$ cat src/rtl/jpeg_cone_aoi322_pipe_if.sv
// rtl/jpeg_cone_aoi322_pipe_if.sv - valid/ready beat bus for the AOI322 cone pipeline
interface jpeg_cone_aoi322_pipe_if #(
    parameter int WIDTH = 8
);
    logic             in_valid;
    logic             in_ready;
    logic [WIDTH-1:0] a1;
    logic [WIDTH-1:0] a2;
    logic [WIDTH-1:0] a3;
    logic [WIDTH-1:0] b1;
    logic [WIDTH-1:0] b2;
    logic [WIDTH-1:0] c1;
    logic [WIDTH-1:0] c2;
    logic             out_valid;
    logic             out_ready;
    logic [WIDTH-1:0] y;

    modport master (
        output in_valid, a1, a2, a3, b1, b2, c1, c2, out_ready,
        input  in_ready, out_valid, y
    );

    modport slave (
        input  in_valid, a1, a2, a3, b1, b2, c1, c2, out_ready,
        output in_ready, out_valid, y
    );
endinterface

$ cat src/rtl/jpeg_cone_aoi322_pipe.sv
// rtl/jpeg_cone_aoi322_pipe.sv - two-stage valid/ready AOI322 cone with zero-result beat counter
module jpeg_cone_aoi322_pipe #(
    parameter int WIDTH = 8,
    parameter int MODE  = 0,
    parameter int CNT_W = 16
) (
    input  logic                   clk,
    input  logic                   rst_n,
    jpeg_cone_aoi322_pipe_if.slave bus,
    input  logic                   cnt_clr,
    output logic [CNT_W-1:0]       zero_cnt
);
    localparam logic [CNT_W-1:0] CNT_MAX = '1;
    localparam logic [CNT_W-1:0] CNT_ONE = CNT_W'(1);

    logic             s1_valid_q, s1_valid_d;
    logic             s2_valid_q, s2_valid_d;
    logic [WIDTH-1:0] p_q, p_d;
    logic [WIDTH-1:0] q_q, q_d;
    logic [WIDTH-1:0] r_q, r_d;
    logic [WIDTH-1:0] y_q, y_d;
    logic [CNT_W-1:0] zero_cnt_q, zero_cnt_d;
    logic             adv1, adv2, accept, deliver;

    always_comb begin
        adv2    = !s2_valid_q || bus.out_ready;
        adv1    = !s1_valid_q || adv2;
        accept  = bus.in_valid && adv1;
        deliver = s2_valid_q && bus.out_ready;

        // Operand terms only load on an accepted beat, so idle X never reaches y.
        s1_valid_d = s1_valid_q;
        p_d        = p_q;
        q_d        = q_q;
        r_d        = r_q;
        if (accept) begin
            s1_valid_d = 1'b1;
            p_d        = bus.a1 & bus.a2 & bus.a3;
            q_d        = bus.b1 & ~bus.b2;
            r_d        = (MODE != 0) ? (bus.c1 & ~bus.c2) : '0;
        end else if (adv2) begin
            s1_valid_d = 1'b0;
        end

        s2_valid_d = s2_valid_q;
        y_d        = y_q;
        if (adv2) begin
            s2_valid_d = s1_valid_q;
            if (s1_valid_q) begin
                y_d = ~(p_q | q_q | r_q);
            end
        end

        zero_cnt_d = zero_cnt_q;
        if (cnt_clr) begin
            zero_cnt_d = '0;
        end else if (deliver && (y_q == '0) && (zero_cnt_q != CNT_MAX)) begin
            zero_cnt_d = zero_cnt_q + CNT_ONE;
        end
    end

    always_ff @(posedge clk or negedge rst_n) begin
        if (!rst_n) begin
            s1_valid_q <= 1'b0;
            s2_valid_q <= 1'b0;
            p_q        <= '0;
            q_q        <= '0;
            r_q        <= '0;
            y_q        <= '0;
            zero_cnt_q <= '0;
        end else begin
            s1_valid_q <= s1_valid_d;
            s2_valid_q <= s2_valid_d;
            p_q        <= p_d;
            q_q        <= q_d;
            r_q        <= r_d;
            y_q        <= y_d;
            zero_cnt_q <= zero_cnt_d;
        end
    end

    assign bus.in_ready  = adv1;
    assign bus.out_valid = s2_valid_q;
    assign bus.y         = y_q;
    assign zero_cnt      = zero_cnt_q;
endmodule

$ cat src/flat_wrapper.sv
// flat-port wrapper written by rule: the top's interface ports become plain ports
module jpeg_cone_aoi322_pipe_flat 
#(
    parameter int WIDTH = 8,
    parameter int MODE  = 0,
    parameter int CNT_W = 16
)
  (clk, rst_n, cnt_clr, zero_cnt, bus_in_valid, bus_a1, bus_a2, bus_a3, bus_b1, bus_b2, bus_c1, bus_c2, bus_out_ready, bus_in_ready, bus_out_valid, bus_y);
  jpeg_cone_aoi322_pipe_if #(.WIDTH(WIDTH)) bus_i ();
  input  logic clk;
  input  logic rst_n;
  input  logic cnt_clr;
  output logic [CNT_W-1:0] zero_cnt;
  input wire logic [$bits(bus_i.in_valid)-1:0] bus_in_valid;
  input wire logic [$bits(bus_i.a1)-1:0] bus_a1;
  input wire logic [$bits(bus_i.a2)-1:0] bus_a2;
  input wire logic [$bits(bus_i.a3)-1:0] bus_a3;
  input wire logic [$bits(bus_i.b1)-1:0] bus_b1;
  input wire logic [$bits(bus_i.b2)-1:0] bus_b2;
  input wire logic [$bits(bus_i.c1)-1:0] bus_c1;
  input wire logic [$bits(bus_i.c2)-1:0] bus_c2;
  input wire logic [$bits(bus_i.out_ready)-1:0] bus_out_ready;
  output wire logic [$bits(bus_i.in_ready)-1:0] bus_in_ready;
  output wire logic [$bits(bus_i.out_valid)-1:0] bus_out_valid;
  output wire logic [$bits(bus_i.y)-1:0] bus_y;
  assign bus_i.in_valid = bus_in_valid;
  assign bus_i.a1 = bus_a1;
  assign bus_i.a2 = bus_a2;
  assign bus_i.a3 = bus_a3;
  assign bus_i.b1 = bus_b1;
  assign bus_i.b2 = bus_b2;
  assign bus_i.c1 = bus_c1;
  assign bus_i.c2 = bus_c2;
  assign bus_i.out_ready = bus_out_ready;
  assign bus_in_ready = bus_i.in_ready;
  assign bus_out_valid = bus_i.out_valid;
  assign bus_y = bus_i.y;
  jpeg_cone_aoi322_pipe #(.WIDTH(WIDTH), .MODE(MODE), .CNT_W(CNT_W)) u_core (.clk(clk), .rst_n(rst_n), .bus(bus_i), .cnt_clr(cnt_clr), .zero_cnt(zero_cnt));
endmodule
$ cat config.mk
export PLATFORM = sky130hd
export DESIGN_NAME = jpeg_cone_aoi322_pipe_flat
export DESIGN_NICKNAME = d
export VERILOG_FILES = /design/src/rtl/jpeg_cone_aoi322_pipe_if.sv /design/src/rtl/jpeg_cone_aoi322_pipe.sv /design/src/flat_wrapper.sv
export SDC_FILE = /design/constraint.sdc
export NUM_CORES = 1
export LEC_CHECK = 0
export BUFFER_PORTS_ARGS = -buffer_cell sky130_fd_sc_hd__buf_2
export CAP_MARGIN = 20
export CORE_MARGIN = 1
export CORE_UTILIZATION = 33
export DETAILED_ROUTE_END_ITERATION = 6
export MAX_ROUTING_LAYER = met4
export SLEW_MARGIN = 30
export SYNTH_ARGS = -nofsm -noshare
export SYNTH_HDL_FRONTEND = slang
export SYNTH_SLANG_ARGS = --single-unit
$ cat constraint.sdc
create_clock -name clk -period 4.1 [get_ports clk]
set_clock_uncertainty 0.15 [all_clocks]
set_input_delay 1.025 -clock clk [delete_from_list [all_inputs] [get_ports clk]]
set_output_delay 1.025 -clock clk [all_outputs]
set_load 0.02 [all_outputs]
After elaboration in Yosys (flattened, before gate mapping). Index checks and enable logic that the tools add are counted.

Add/sub/neg operators: 1. Equal/unequal tests: 1. Multiplexer cells: 4. Bitwise logic cells: 6. Reductions and logical operators: 12.

Operator list (count): $mux W16 (2); $and A8 B8 Y8 (3); $add A16 B1 Y16 const B (1); $ne A16 B16 Y1 const B (1); $not A8 Y8 (2); $logic_not A8 Y1 (1); $or A8 B8 Y8 (1); $logic_and A1 B1 Y1 (4); $reduce_bool A2 Y1 (2); $logic_not A1 Y1 (2); $logic_or A1 B1 Y1 (2); $mux W1 (2); $reduce_and A2 Y1 (1).

Register bits after elaboration: 42. Bits of input ports: 61. Output and inout bits: 26. Logic and storage cells: 30.

Logic depth before layout (Yosys ltp).
Depth after elaboration: 5. Gate-level depth with buffers: 6. Mapped depth without buffers: 5.

Least setup slack after synthesis. OpenSTA, ideal clock, no wires.

Kind: input -> register. Start: in bus_out_ready. End: reg u_core.zero_cnt_q[14] (netlist: u_core.zero_cnt[14]). Setup time: 0.125 ns. Arrival time: 2.334 ns. Data required time: 3.825 ns. Path slack: 1.491 ns. Cell stages on the path: 6. Buffers on the path: 2. Cell sequence: nand4bb_1 > or4_4 > buf_6 > buf_6 > nor3_1 > mux2_2.

Longest elaborated chain between the ends: 4.

Ends and longest elaborated chain: start, declared (line flat_wrapper.sv:22) `input wire logic [$bits(bus_i.out_ready)-1:0] bus_out_ready;`; $logic_and A1 B1 Y1 (line jpeg_cone_aoi322_pipe.sv:29) `deliver = s2_valid_q && bus.out_ready;`; $logic_and A1 B1 Y1 (2 in a row) (line jpeg_cone_aoi322_pipe.sv:57) `end else if (deliver && (y_q == '0) && (zero_cnt_q != CNT_MAX)) begin`; $reduce_bool A2 Y1 (no source line); end signal, assigned (line jpeg_cone_aoi322_pipe.sv:78) `zero_cnt_q <= zero_cnt_d;`; end, declared (line jpeg_cone_aoi322_pipe.sv:22) `logic [CNT_W-1:0] zero_cnt_q, zero_cnt_d;`.

No other way between the ends. A chain may end at the register's enable or synchronous reset.

Worst setup path in the final report.
Start: in bus_out_ready. End: out bus_in_ready.

Longest elaborated chain between the ends: 2.

Ends and longest elaborated chain: $logic_or A1 B1 Y1 (line jpeg_cone_aoi322_pipe.sv:26) `adv2 = !s2_valid_q || bus.out_ready;`; $logic_or A1 B1 Y1 (line jpeg_cone_aoi322_pipe.sv:27) `adv1 = !s1_valid_q || adv2;`; end, declared (line flat_wrapper.sv:23) `output wire logic [$bits(bus_i.in_ready)-1:0] bus_in_ready;`.

No other way between the ends.

==> results.md <==
* Clock buffer depth at 2
* Final hold viol count at 0
* Port-buffer cells at 70
* Fin crit share at 0.6569
* Total grt overflow at 0
* RSZ-0062 raised after global routing: no
* Leak at 1.153 nW
* Total wire length at 4285 um
* Sequential-to-total area share from yosys stat at 0.5230
* Num ports at 87
* Final Critical Period at 2.693 ns
* Die area at 6406 um2
* RR Endpoint: u_core.zero_cnt[13]
* Required time of the worst setup path at 2.92 ns
* Setup bufs post-CTS at 0
* Met1 WL at 1959 um
* Dpl hpwl at 3090 um
* Internal cell power at 617.4 uW
* Vias in the first global route at 1,569
* Reg-to-Reg Start: u_core.bus.y[3]
* Final hold slack at 0.3014 ns
* Peak VDD IR at 0.1824 mV
* Initial antenna violation count at 0
* Top layer reached by signal wires: met4
* Design area at 2504 um2
* Largest net degree at the start of global routing at 43
* Layout area overhead at 24.60%
* Die height at 80.04 um
* DP Area at 2409 um2
* Hold Path Sink: u_core.bus.y[2]
* Ys Warns at 0
* Worst Path Class, Setup: in -> out
* Worst setup margin at 1.407 ns
* DR WL/cell at 12.35 um
* Synth Cell Area at 2009 um2
* Fin nets at 333
* Global-route wire length before repair at 7210 um
* Root Driver: clkbuf_8
* Reg2Reg Depth at 4
* Hold path cells at 1
* Unique masters post-synth at 34
* Clock power share at 0.304
* CP Capture Type: output port
* CTS tree: built
* Reg2Reg Setup Slack at 1.49 ns
* Drt pass-1 iters at 4
* WL met2 at 1946 um
* Core ar. at 5886 um2
* Sw Ratio at 0.2807
* Drt drc at 0
* Hold wc startpoint: u_core.p_q[2]
* Logic gate share of total power at 0.146
* # resized after CTS at 0
* Die W at 80.04 um
* Final setup fails at 0
* Area share of the largest cell type after synthesis at 0.5230
* CP max FO at 3
* Fmax at 371.3 MHz
* DR vias/cell at 5.104
* Slew HR at 0.4459
* Setup_tns at 0 ns
* Max-Cap Viols at 0
* Fin. max-slew vios at 0
* Antenna-violating nets left at 0
* Least-Margin Pin Slew at 0.8292 ns
* Setup WS pre-CTS at 1.205 ns
* WL met3 at 331 um
* Arrival time worst endpoint at 1.52 ns
* PD cells at 342.8 nW/um2
* Initial Util at 0.3414
* Largest area contributor in the netlist: dfrtp_1
* Post-Synthesis Cells at 203
* Total CTS buffers at 5
* Via count at 1,771
* CTS clock-pin slew for the worst setup and hold paths at 0.08 ns
* Syn Nets at 265
* Skew-Pair Late Insertion Delay at 0.29 ns
* Startpoint Class: input pin
* Mapped Avg Cell Area at 9.899 um2
* Synth top area cells: dfrtp_1, nand2_1, o21ai_0, o31ai_1, nand2b_1
* Seq pwr share at 0.550
* Cts hold-fix bufs at 0
* GPL Wtd Cong at 0.7469
* Clk sinks at 42
* FF+latch count, synth at 42
* GR Util All Layers at 0.1508
* Final Power at 858.3 uW
* Drt first-iter violations at 70
* H-tree depth at 2
* Fraction of layout cells with a size suffix above 1 at 0.3309
* Status: finished clean
* N_diodes at 0
* Net Sw Power at 240.9 uW
* Min-delay worst type: reg -> reg
* Row count at 28
-- cells in the final DEF, fill, tap and decap left out, drive strengths merged, types with 5 or more instances in the layout --
cell type,synthesis,routed
o21ai,18,18
nor4,7,7
o31ai,11,11
nand2,29,29
nand3,13,13
nand2b,11,11
dfrtp,42,42
nor2,6,6
buf,3,71
a21oi,9,9
mux2,5,5
or4,5,5
clkbuf,7,6
nand4,7,7
-- cell type report --
type | count | area [um2]
inverters | 1 | 3.754
fillers | 602 | 3382
well taps | 75 | 93.84
multi-input cells | 150 | 908.4
clock inverters | 2 | 13.76
repair buffers | 71 | 360.3
flip-flops and latches | 42 | 1051
clock buffers | 6 | 72.57
-- through the flow --
stage | utilization | std cells
global route | 0.4254 | 347
finish | 0.4254 | 347
detailed placement | 0.4092 | 339
CTS | 0.4239 | 347
global placement | 0.4092 | 339
floorplan | - | 203
-- kinds of logic after synthesis --
kind of cell,share of synthesized area
and+or+nand+nor,0.2702
AOI/OAI and AO/OA,0.1445
adders and majority gates,0.006226
DFF,0.5230
buffers and inverters,0.02802
muxes,0.02802
-- worst max-delay path, stage by stage --
cell	delay [ns]
buf_2	0.11
nand3b_1	0.20
buf_2	0.19
-- synth_stat cells --
library cell / count
dfrtp_1: 42
nand2_1: 29
o21ai_0: 18
nand3_1: 13
nand2b_1: 11
o31ai_1: 11
a21oi_1: 9
clkbuf_1: 7
nand4_1: 7
nor2_1: 6
nor4_1: 6
mux2_2: 5
and3_1: 4
nor2b_1: 4
nor3_1: 4
a311oi_1: 3
or4_1: 3
a41oi_1: 2
buf_6: 2
nand3b_1: 2
or4_4: 2
and4_1: 1
and4b_1: 1
buf_1: 1
ha_1: 1
inv_1: 1
nand4bb_1: 1
nor4_2: 1
o21ba_2: 1
o31a_2: 1
o41ai_1: 1
or2_2: 1
or3_1: 1
or4bb_1: 1
-- worst max-delay path by stage --
stage	start	to
2_1_floorplan	bus_out_ready	u_core.zero_cnt[14]
6_report	bus_out_ready	bus_in_ready
5_1_grt	bus_out_ready	bus_in_ready
4_1_cts	bus_out_ready	bus_in_ready
3_3_place_gp	bus_out_ready	u_core.zero_cnt[13]
3_5_place_dp	bus_out_ready	u_core.zero_cnt[13]
-- sequential cells by signal, summed over array words and instances (netlist names) --
| register | count |
|---|---|
| u_core.bus.y | 8 |
| u_core.s1_valid_q | 1 |
| u_core.bus.out_valid | 1 |
| u_core.q_q | 8 |
| u_core.p_q | 8 |
| u_core.zero_cnt | 16 |
-- routing by layer --
metal / GRT usage / up-vias
met5: - / -
met4: 0.04821 / 0
met3: 0.04343 / 6
met2: 0.2393 / 78
met1: 0.1849 / 796
li1: - / 891
-- power by group through the flow --
stage                     clock, mW  sequential (mW)  combinational, mW
after floorplan                   0            0.498             0.0480
after global placement            0            0.479              0.126
after detailed placement          0            0.481              0.127
after CTS                     0.272            0.473              0.127
after global routing          0.288            0.478              0.140
final                         0.261            0.472              0.125
Note: power is estimated with default switching activity, not from simulation.
